File: src/rtl/dram_req_buffer.sv
// Per-port L2 request FIFO feeding the DRAM address translator.
// First-word-fall-through head, registered occupancy and almost-full status.
module dram_req_buffer #(
   parameter int unsigned ADDR_WIDTH = 13,
   parameter int unsigned DATA_WIDTH = 1,
   parameter int unsigned DEPTH      = 8,
   parameter int unsigned AF_THRESH  = 6
) (
   input  logic                         clk,
   input  logic                         rst_b,
   input  logic                         flush,
   input  logic                         req_valid,
   output logic                         req_ready,
   input  logic [ADDR_WIDTH-1:0]        req_addr,
   input  logic                         req_rw,
   input  logic [DATA_WIDTH-1:0]        req_wdata,
   output logic                         out_valid,
   input  logic                         out_ready,
   output logic [ADDR_WIDTH-1:0]        out_addr,
   output logic                         out_rw,
   output logic [DATA_WIDTH-1:0]        out_wdata,
   output logic [$clog2(DEPTH+1)-1:0]   count,
   output logic                         almost_full
);

   localparam int unsigned PtrW = $clog2(DEPTH);
   localparam int unsigned CntW = $clog2(DEPTH + 1);
   localparam logic [CntW-1:0] FullLevel = CntW'(DEPTH);
   localparam logic [CntW-1:0] AfLevel   = CntW'(AF_THRESH);

   logic [ADDR_WIDTH-1:0] mem_addr  [DEPTH];
   logic                  mem_rw    [DEPTH];
   logic [DATA_WIDTH-1:0] mem_wdata [DEPTH];

   logic [PtrW-1:0] wr_ptr_q, rd_ptr_q;
   logic [CntW-1:0] count_q, count_d;
   logic            af_q;
   logic            push, pop;

   // Ready looks only at registered count: a pop never frees room for a same-cycle push.
   assign req_ready = (count_q != FullLevel);
   assign out_valid = (count_q != '0);
   assign push      = req_valid & req_ready;
   assign pop       = out_valid & out_ready;

   always_comb begin
      count_d = count_q;
      unique case ({push, pop})
         2'b10:   count_d = count_q + CntW'(1);
         2'b01:   count_d = count_q - CntW'(1);
         default: count_d = count_q;
      endcase
   end

   always_ff @(posedge clk or negedge rst_b) begin
      if (!rst_b) begin
         wr_ptr_q <= '0;
         rd_ptr_q <= '0;
         count_q  <= '0;
         af_q     <= 1'b0;
      end else if (flush) begin
         wr_ptr_q <= '0;
         rd_ptr_q <= '0;
         count_q  <= '0;
         af_q     <= 1'b0;
      end else begin
         if (push) wr_ptr_q <= wr_ptr_q + PtrW'(1);
         if (pop)  rd_ptr_q <= rd_ptr_q + PtrW'(1);
         count_q <= count_d;
         af_q    <= (count_d >= AfLevel);
      end
   end

   // Storage is deliberately unreset; empty-state output gating hides stale entries.
   always_ff @(posedge clk) begin
      if (push && !flush) begin
         mem_addr[wr_ptr_q]  <= req_addr;
         mem_rw[wr_ptr_q]    <= req_rw;
         mem_wdata[wr_ptr_q] <= req_wdata;
      end
   end

   assign out_addr    = out_valid ? mem_addr[rd_ptr_q]  : '0;
   assign out_rw      = out_valid ? mem_rw[rd_ptr_q]    : 1'b0;
   assign out_wdata   = out_valid ? mem_wdata[rd_ptr_q] : '0;
   assign count       = count_q;
   assign almost_full = af_q;

endmodule

File: config.mk
export PLATFORM = sky130hd
export DESIGN_NAME = dram_req_buffer
export DESIGN_NICKNAME = d
export VERILOG_FILES = /design/src/rtl/dram_req_buffer.sv
export SDC_FILE = /design/constraint.sdc
export NUM_CORES = 1
export LEC_CHECK = 0
export BUFFER_PORTS_ARGS = -buffer_cell sky130_fd_sc_hd__clkbuf_2
export CORE_ASPECT_RATIO = 1.2
export CORE_MARGIN = 2
export CORE_UTILIZATION = 42
export CTS_CLUSTER_DIAMETER = 150
export DETAILED_ROUTE_END_ITERATION = 12
export GPL_TIMING_DRIVEN = 1
export PLACE_DENSITY = 0.67
export REMOVE_ABC_BUFFERS = 1
export SLEW_MARGIN = 20
export SYNTH_ARGS = -nofsm -noshare
export SYNTH_HDL_FRONTEND = slang
export SYNTH_SLANG_ARGS = --single-unit
File: constraint.sdc
create_clock -name clk -period 5 [get_ports clk]
set_clock_uncertainty 0.15 [all_clocks]
set_input_delay 0.25 -clock clk [delete_from_list [all_inputs] [get_ports clk]]
set_output_delay 0.25 -clock clk [all_outputs]
set_load 0.01 [all_outputs]
== Word level (Yosys, flattened, before mapping) ==
Memory sizes are Yosys's and may differ from the RTL's.
Index checks and enable logic that the tools add are counted.
Widths: inputs -> output; s select.

* Memory bits (writable): 120
* Bits in latches: 0
* Word-level logic and storage cells: 34
* Bits of input ports: 20
* Flip-flop bits (word level): 11
* Memories kept: 3
* ROM bits: 0
* Output and inout bits: 22

{| class="wikitable"
|+ Memory list
! memory !! words !! width !! read ports !! clocked after Yosys merged registers in !! wr ports !! line !! RTL
|-
| mem_addr || 8 || 13 || 1 || 0 || 1 || 31 || <nowiki>logic [ADDR_WIDTH-1:0] mem_addr [DEPTH];</nowiki>
|-
| mem_rw || 8 || 1 || 1 || 0 || 1 || 32 || <nowiki>logic mem_rw [DEPTH];</nowiki>
|-
| mem_wdata || 8 || 1 || 1 || 0 || 1 || 33 || <nowiki>logic [DATA_WIDTH-1:0] mem_wdata [DEPTH];</nowiki>
|}

* Mux-type cells: 12
* Bitwise logic cells: 2
* Shift-type cells: 0
* Multipliers: 0
* $lt $le $gt $ge: 1
* Div/mod/pow operators: 0
* Equal/unequal tests: 3
* Reduce and logical (&&, ||, !) cells: 5
* Add/sub/neg operators: 4

{| class="wikitable"
|+ Operators with widths
! cell !! count
|-
| $mux 13 || 1
|-
| $mux 3 || 4
|-
| $pmux 4 s2 || 1
|-
| $add 3x1->3 const B || 2
|-
| $mux 1 || 5
|-
| $add 4x1->4 const B || 1
|-
| $ge 4x3->1 const B || 1
|-
| $mux 4 || 1
|-
| $ne 4x4->1 const B || 1
|-
| $reduce_bool 2->1 || 2
|-
| $reduce_bool 4->1 || 1
|-
| $sub 4x1->4 const B || 1
|-
| $and 1x1->1 || 2
|-
| $eq 2x1->1 const B || 1
|-
| $eq 2x2->1 const B || 1
|-
| $logic_and 1x1->1 || 1
|-
| $logic_not 1->1 || 1
|}

== Depth between registers and ports, before layout ==
Gate-level depths: netlist of run 1.

* Depth in word-level cells: 6
* Depth in mapped cells: 13
* Depth with buffers taken out: 12

== Worst setup path before layout of run 1 ==
No wires, ideal clock.

* Kind: register to register
* Start: register count_q[1] (netlist: count[1])
* End: memory mem_addr[0][0] (enable)
* Period minus slack after synthesis: 2949 ps
* Stages on the path, launching flop included: 6
* Path slack: 2051 ps
* Required time: 4444 ps
* Arrival: 2393 ps
* Path buffers: 1
* Cells stage by stage: dfrtp_1 -> buf_2 -> or4b_1 -> nand2_1 -> or3_1 -> nor3_1

* Cells in the longest elaborated chain, start to end: 5

{| class="wikitable"
|+ Ends and longest elaborated chain
! element !! line !! RTL
|-
| from (decl) || 36 || <nowiki>logic [CntW-1:0] count_q, count_d;</nowiki>
|-
| from (signal assigned) || 69 || <nowiki>count_q <= count_d;</nowiki>
|-
| $ne 4x4->1 || 41 || <nowiki>assign req_ready = (count_q != FullLevel);</nowiki>
|-
| named net req_ready || 13 || <nowiki>output logic req_ready,</nowiki>
|-
| $and 1x1->1 || 43 || <nowiki>assign push = req_valid & req_ready;</nowiki>
|-
| $logic_and 1x1->1 || 76 || <nowiki>if (push && !flush) begin</nowiki>
|-
| $mux 1 || 76 ||
|-
| $mux 1 (not written as such) || 77 || <nowiki>mem_addr[wr_ptr_q] <= req_addr;</nowiki>
|-
| to (decl) || 31 ||
|}

The timed path passes the listed nets, and every way through them passes these cells.

== Worst setup path after layout of run 1 ==
* Start: register rd_ptr_q[0]
* End: output port out_addr[4]

* Cells in the longest elaborated chain, start to end: 2

{| class="wikitable"
|+ Ends and longest elaborated chain
! element !! line !! RTL
|-
| from (decl) || 35 || <nowiki>logic [PtrW-1:0] wr_ptr_q, rd_ptr_q;</nowiki>
|-
| from (signal assigned) || 68 || <nowiki>if (pop) rd_ptr_q <= rd_ptr_q + PtrW'(1);</nowiki>
|-
| $mem_v2 8x13 || n/a ||
|-
| $mux 13 || 83 || <nowiki>assign out_addr = out_valid ? mem_addr[rd_ptr_q] : '0;</nowiki>
|-
| to (decl) || 19 || <nowiki>output logic [ADDR_WIDTH-1:0] out_addr,</nowiki>
|}

Every way passes these cells.

==> results of run 1 <==
[worst min-delay path by stage]
stage	endpoint	depth (start not counted)
3_5_place_dp	wr_ptr_q[1]	1
6_report	wr_ptr_q[1]	2
3_3_place_gp	wr_ptr_q[0]	1
5_1_grt	count[3]	2
2_1_floorplan	almost_full	0
4_1_cts	wr_ptr_q[1]	2
[final cells by class]
| class | count | share of cell area, % |
|---|---|---|
| flip-flops and latches | 131 | 60.1 |
| clock inverters | 14 | 2.96 |
| inverters | 4 | 0.232 |
| well taps | 161 | 3.12 |
| clock buffers | 18 | 6.64 |
| repair buffers | 68 | 6.97 |
| multi-input cells | 123 | 20.0 |
[sequential cells by signal, indices dropped and copies added, names as in the netlist]
signal       cells
rd_ptr_q         3
wr_ptr_q         3
almost_full      1
count            4
mem_addr       104
mem_rw           8
mem_wdata        8
[cells by family after synthesis]
kind of cell,Yosys count,synth area share (%)
AO/OA/AOI/OAI,10,1.25
XOR/XNOR,7,1.17
adder cells (fa/ha/maj),4,0.958
buffers and inverters,15,1.22
flip-flops,131,74.3
multiplexers,47,16.2
AND/OR/NAND/NOR,55,4.94
[through the flow]
stage                     std cells  instance area (sq um)  setup WS (ns)
after CTS                       519                   6460           2.02
after global routing            519                   6460           1.90
after global placement          470                   5670           2.32
after detailed placement        470                   5670           2.24
after floorplan                 258                   5170           2.06
final                           519                   6460           2.12
[placed cells by master, fill, tap and decap left out, types with 9 or more instances in the layout]
| master | count |
|---|---|
| buf_4 | 10 |
| edfxtp_1 | 120 |
| dlygate4sd3_1 | 17 |
| nor2_1 | 31 |
| dfrtp_1 | 9 |
| mux2i_1 | 17 |
| nand2_1 | 9 |
| clkbuf_2 | 41 |
| clkbuf_16 | 17 |
| mux4_2 | 30 |
[synth_stat cells]
| cell | instances | area (sq um) |
|---|---|---|
| nand2_1 | 9 | 33.8 |
| clkbuf_1 | 3 | 11.3 |
| buf_1 | 2 | 7.51 |
| o21ai_0 | 1 | 5.00 |
| dfrtp_1 | 11 | 275 |
| nand4_1 | 1 | 6.26 |
| o41ai_1 | 1 | 8.76 |
| a21oi_1 | 3 | 15.0 |
| inv_2 | 2 | 7.51 |
| buf_2 | 6 | 30.0 |
| a21oi_2 | 1 | 8.76 |
| nor2_1 | 31 | 116 |
| nand2b_1 | 3 | 18.8 |
| ha_1 | 4 | 50.1 |
| nor3_1 | 2 | 10.0 |
| inv_1 | 2 | 7.51 |
| mux4_2 | 30 | 676 |
| nor3b_1 | 1 | 7.51 |
| xnor2_1 | 2 | 17.5 |
| o22ai_1 | 1 | 6.26 |
| xor2_1 | 5 | 43.8 |
| edfxtp_1 | 120 | 3600 |
| and2_1 | 1 | 6.26 |
| mux2i_1 | 17 | 170 |
| o21ai_1 | 1 | 5.00 |
| o31ai_1 | 1 | 7.51 |
| nor4_4 | 1 | 21.3 |
| or3_1 | 1 | 6.26 |
| nand3_1 | 3 | 15.0 |
| or4b_1 | 1 | 10.0 |
| a31o_1 | 1 | 8.76 |
| or2_1 | 1 | 6.26 |
[worst reg2reg max path: cells and delay by family (launching register included)]
family | cells | cell delay [ns]
xor+xnor | 1 | 0.20
flops | 1 | 0.48
fa+ha+maj | 1 | 0.38
buf+inv | 3 | 0.46
simple gates | 3 | 0.65
compound gates | 3 | 0.34
[power by group through the flow]
stage	sequential [mW]	clock, mW	combinational [mW]
detailed placement	1.37	0	0.751
floorplan	1.38	0	0.457
CTS	1.35	1.31	0.770
global route	1.36	1.36	0.829
global placement	1.36	0	0.739
finish	1.34	1.29	0.751
[per-layer routing]
metal	part of all wire, %	wire (um)	vias up	GRT usage (%)
li1	-	-	1220	-
met1	41	4100	1396	20.7
met2	52	5110	87	26.5
met3	5.3	528	9	4.71
met4	1.5	150	0	6.97
met5	0	0	-	0
[repair_timing]
item / CTS / global route
hold endpoints to repair: 132 / 0
hold buffers: 17 / 0
resized for setup: 0 / 0
==> results.tsv, run 1 <==
stage	metric	value	unit
floorplan	Core Box Area	12100	sq um
job	max_cap viols	0	
global_route	vias in the first global route	2886	
cells_and_area	utilization after layout	53.3	%
clock_network	Sink Count	131	
power	Reg power frac	39.7	%
routing	Pre-antenna DRT Iters	4	
timing	fin crit period	2.88	ns
floorplan	Starting Density	43.1	%
worst_setup_path	r2r worst-path depth	11	
power	combinational share of power	22.2	%
worst_setup_path	Cell Chain, Critical Path	buf_4 > mux4_2 > mux2i_1 > nor2_1 > clkbuf_2	
worst_setup_path	worst r2r dst	almost_full	
global_route	pin count of the biggest net entering global routing	33	
routing	WL per Instance	19.1	um
outcome	status	finished clean	
timing	post-route clock period utilization	57.6	%
place	port bufs	41	
floorplan	row count	44	
worst_setup_path	critical path depth	5	
global_route	grt ovf	0	
clock_network	CTS H-tree lvls	4	
place	Routability Congestion	0.808	
worst_setup_path	dominant delay contributor by cell family on the critical path	multiplexers	
clock_network	postcts setup bufs	0	
timing	final setup TNS	0	ns
worst_setup_path	Critical Path Source Type	flop	
worst_setup_path	CP startpoint	rd_ptr_q[0]	
cells_and_area	multi-input logic area	1290	sq um
global_route	initial antenna violation count	0	
worst_setup_path	Worst EP required	4.60	ns
global_route	global-route wire length before repair	15.9	mm
power	peak supply drop	310	uV
power	sw power	0.899	mW
power	Clock Power Share	38.0	%
timing	Min Hold Slack	0.0443	ns
floorplan	Die ar.	13300	sq um
worst_setup_path	CP arrival	2.48	ns
power	switch share	26.6	%
worst_hold_path	Worst Hold Class	in2reg	
yosys	Yosys cell types	32	
routing	First DRT Iteration DRCs	205	
power	Cell Int Power	2.48	mW
timing	final setup vio count	0	
power	leak pwr	2.22	nW
cells_and_area	share of post-route cells with drive strength above 1	32.1	%
worst_setup_path	R2R setup slack	2.22	ns
clock_network	clock buffer depth	2	
routing	Post-DRT Antenna Nets	0	
worst_setup_path	Worst Path Buf+Inv	2	
yosys	post-synthesis sequential element count	131	
worst_setup_path	crit end category	primary output	
yosys	Post-Synthesis Cells	269	
cells_and_area	Syn-to-layout area delta	23.7	%
clock_network	Worst-path clk slew	0.05	ns
power	Pwr Total	3.38	mW
routing	Via density	5.23	
floorplan	Die Ht	126	um
timing	Final Hold Vio Count	0	
global_route	gr usage total	16.4	%
yosys	post-synthesis sequential area ratio	74.3	%
yosys	Synth Cell Area	5220	sq um
worst_setup_path	slowest CP cell	dfrtp_2	
clock_network	clock root buffer	clkbuf_16	
worst_hold_path	Hold Startpoint	flush	
clock_network	clk_lat worst skew	0.40	ns
timing	max-slew violation count	0	
power	Pwr Density	524	nW/um^2
worst_setup_path	Worst path max stage delay	0.69	ns
timing	unrepaired setup endpoints after global routing	no	
routing	drt total wl	9.90	mm
yosys	Avg Cell Area, Syn	19.4	sq um
worst_setup_path	Worst Setup EP	out_addr[4]	
timing	Max Clock Freq	347	MHz
floorplan	I/O Pins	42	
floorplan	Die Wd	106	um
clock_network	CTS tree	built	
routing	vias post-DR	2712	
worst_setup_path	Worst Setup Path Type	reg2out	
cells_and_area	n_diodes	0	
cells_and_area	sequential cell area	3880	sq um
cells_and_area	Fill cells	975	
timing	relative slew slack	27.9	%
clock_network	total clock buffers created by CTS	17	
worst_setup_path	reg2reg start	count[2]	
cells_and_area	# nets final	369	
worst_setup_path	crit path max fanout	18	
place	post-DP HPWL	5.96	mm
timing	Worst Tran Pin Value	1.08	ns
yosys	Synth Warn #	0	
routing	Residual DRC	0	
Power figures use the tool's default switching activity.
==> run 2: changes to the inputs <==
ABC_AREA = 1   (was unset)
clock period = 2.69 ns   (was 5 ns; I/O delays follow)
==> results.tsv, run 2 <==
stage	metric	value	unit	change
global_route	initial antenna violation count	0		unchanged
clock_network	clock buffer depth	2		unchanged
yosys	Synth Cell Area	5330	sq um	+2.1%
timing	final setup vio count	0		unchanged
yosys	Async SR Flop Fraction	8.40	%	unchanged
worst_setup_path	worst r2r dst	almost_full		
floorplan	Die Wd	107	um	+1.0%
worst_setup_path	crit end category	primary output		
timing	Final Hold Vio Count	0		unchanged
yosys	Yosys top cell area share	67.6	%	-1.4 points
yosys	Synth Warn #	0		unchanged
global_route	global-route wire length before repair	18.5	mm	+16%
yosys	most common library cells after synthesis	edfxtp_1 (120), nor2_1 (102), o21ai_0 (82), nand2_1 (22), clkbuf_1 (19)		
worst_hold_path	WHS Path Cells	3		+1
clock_network	CTS resizes	0		unchanged
yosys	top cells by area, synth	edfxtp_1 (68%), o21ai_0 (7.7%), nor2_1 (7.2%)		
clock_network	CTS H-tree lvls	4		unchanged
yosys	Yosys cell types	24		-25%
routing	Residual DRC	0		unchanged
timing	unrepaired setup endpoints after global routing	no		
place	dpl cell area	5810	sq um	+2.5%
timing	Max Clock Freq	416	MHz	
floorplan	Die Ht	127	um	+1.0%
cells_and_area	Final Cell Area	6540	sq um	+1.3%
global_route	gr usage total	18.4	%	+2.0 points
timing	relative slew slack	56.3	%	+28 points
place	port bufs	41		unchanged
routing	First DRT Iteration DRCs	244		+19%
job	max_cap viols	0		unchanged
worst_hold_path	Worst Hold Class	in2reg		
routing	Post-DRT Antenna Nets	0		unchanged
clock_network	clk_lat worst skew	0.40	ns	about the same
cells_and_area	Reg with most FFs	mem_addr		
yosys	Avg Cell Area, Syn	12.1	sq um	-38%
yosys	Synth area leader	edfxtp_1		
worst_setup_path	Critical Path Source Type	flop		
clock_network	clock root buffer	clkbuf_16		
global_route	grt ovf	0		unchanged
clock_network	Worst-path clk slew	0.05	ns	about the same
power	peak supply drop	642	uV	+110%
cells_and_area	most frequent cells in the layout	edfxtp_1 (120), nor2_1 (102), o21ai_0 (82)		
floorplan	Die ar.	13600	sq um	+2.1%
worst_setup_path	reg2reg start	count[0]		
routing	vias post-DR	3587		+32%
power	leak pwr	2.40	nW	+8.0%
clock_network	total clock buffers created by CTS	17		unchanged
cells_and_area	sequential cell area	3880	sq um	about the same
yosys	count leader, synth	edfxtp_1		
place	post-DP HPWL	6.82	mm	+14%
worst_setup_path	Worst EP required	2.41	ns	-2.19 ns
timing	post-route clock period utilization	89.3	%	
outcome	status	finished clean		
cells_and_area	Fill cells	1101		+13%
floorplan	Core Box Area	12500	sq um	+3.2%
clock_network	Sink Count	131		unchanged
yosys	post-synthesis sequential element count	131		unchanged
worst_hold_path	Hold Startpoint	flush		
power	Pwr Density	1000	nW/um^2	+92%
worst_setup_path	crit path max fanout	13		-5
worst_hold_path	hold endpoint	count[1]		
clock_network	CTS tree	built		
yosys	main flop type after synthesis	edfxtp_1		
cells_and_area	n_diodes	0		unchanged
place	Routability Congestion	0.902		+12%
global_route	pin count of the biggest net entering global routing	62		+88%
routing	drt total wl	11.8	mm	+19%
worst_setup_path	R2R setup slack	0.57	ns	-1.65 ns
timing	Min Hold Slack	0.386	ns	+0.342 ns
floorplan	Starting Density	42.7	%	-0.45 points
routing	WL per Instance	17.0	um	-11%
cells_and_area	multi-input logic area	1290	sq um	-0.29%
floorplan	I/O Pins	42		unchanged
timing	fin crit period	2.40	ns	
yosys	post-synthesis sequential area ratio	72.7	%	-1.6 points
cells_and_area	commonest non-fill, non-tap cell in the layout	edfxtp_1		
yosys	Post-Synthesis Cells	442		+64%
yosys	number of synthesized flops with an enable pin	120		unchanged
cells_and_area	max reg flops	104		unchanged
cells_and_area	share of post-route cells with drive strength above 1	17.5	%	-15 points
timing	max-slew violation count	0		unchanged
floorplan	row count	45		+2.3%
global_route	vias in the first global route	3556		+23%
routing	Via density	5.17		-1.1%
worst_setup_path	CP arrival	2.12	ns	-0.36 ns
timing	Worst Tran Pin Value	0.655	ns	-0.427 ns
worst_setup_path	r2r worst-path depth	15		+4
cells_and_area	Syn-to-layout area delta	22.7	%	
worst_setup_path	Worst Setup Path Type	reg2out		
cells_and_area	# nets final	542		+47%
cells_and_area	largest registers	mem_addr (104), mem_rw (8), mem_wdata (8)		
routing	Pre-antenna DRT Iters	4		unchanged
-- run 2: cell type report --
type | count | share of cell area [%]
Timing Repair Buffer | 80 | 8.57
Clock buffer | 23 | 6.85
Tap cell | 164 | 3.14
Multi-Input combinational cell | 267 | 19.7
Inverter | 21 | 1.20
Clock inverter | 8 | 1.32
Sequential cell | 131 | 59.3
-- run 2: per-stage QoR --
step | TNS [ns] | utilization (%) | std cells | setup WS, ns | power (mW)
4_1_cts | 0 | 52.4 | 694 | 0.251 | 6.62
2_1_floorplan | -9.56 | - | 419 | -0.614 | 3.70
3_3_place_gp | 0 | 46.5 | 643 | 0.669 | 4.44
3_5_place_dp | 0 | 46.5 | 643 | 0.586 | 4.49
5_1_grt | 0 | 52.4 | 694 | 0.163 | 6.96
6_report | 0 | 52.4 | 694 | 0.287 | 6.57
-- run 2: worst max-delay path by stage --
stage,from,to,slack [ns]
2_1_floorplan,rd_ptr_q[0],out_addr[0],-0.61
3_3_place_gp,count[0],almost_full,0.67
3_5_place_dp,count[0],almost_full,0.59
4_1_cts,rd_ptr_q[1],out_rw,0.25
5_1_grt,rd_ptr_q[1],out_addr[11],0.16
6_report,rd_ptr_q[1],out_rw,0.29
-- run 2: critical path, stage by stage, from the launching register on --
cell      delay, ns
dfrtp_1        0.37
inv_1          0.31
buf_4          0.29
o21ai_0        0.14
o22ai_1        0.18
o21ai_0        0.10
a31oi_1        0.18
clkbuf_2       0.15
-- run 2: kinds of logic after synthesis --
logic type | count (synthesis) | synth area share, %
adder cells (fa/ha/maj) | 4 | 0.938
AND/OR/NAND/NOR | 140 | 10.6
buffers and inverters | 44 | 3.17
AO/OA/AOI/OAI | 122 | 12.4
flip-flops | 131 | 72.7
XOR/XNOR | 1 | 0.164
-- run 2: repair_timing --
action,in CTS,in global routing
setup endpoints to repair,0,0
buffers inserted,0,0
hold endpoints to repair,140,0
hold buffers,20,0
-- run 2: routing by layer --
layer  GRT usage (%)  vias to the layer above  part of all wire, %
met5               0                        -                    0
met4            6.88                        0                  1.8
met3            4.90                       15                  4.5
met2            30.8                       98                   50
met1            22.9                     1737                   43
li1                -                     1737                    -
-- run 2: power by group --
part / leakage, nW / internal, mW / total (mW) / switching [mW]
registers: 1.23 / 2.34 / 2.42 / 0.0789
clock network: 0.261 / 1.34 / 2.10 / 0.754
logic: 0.911 / 0.718 / 2.05 / 1.33
total: 2.40 / 4.40 / 6.57 / 2.17
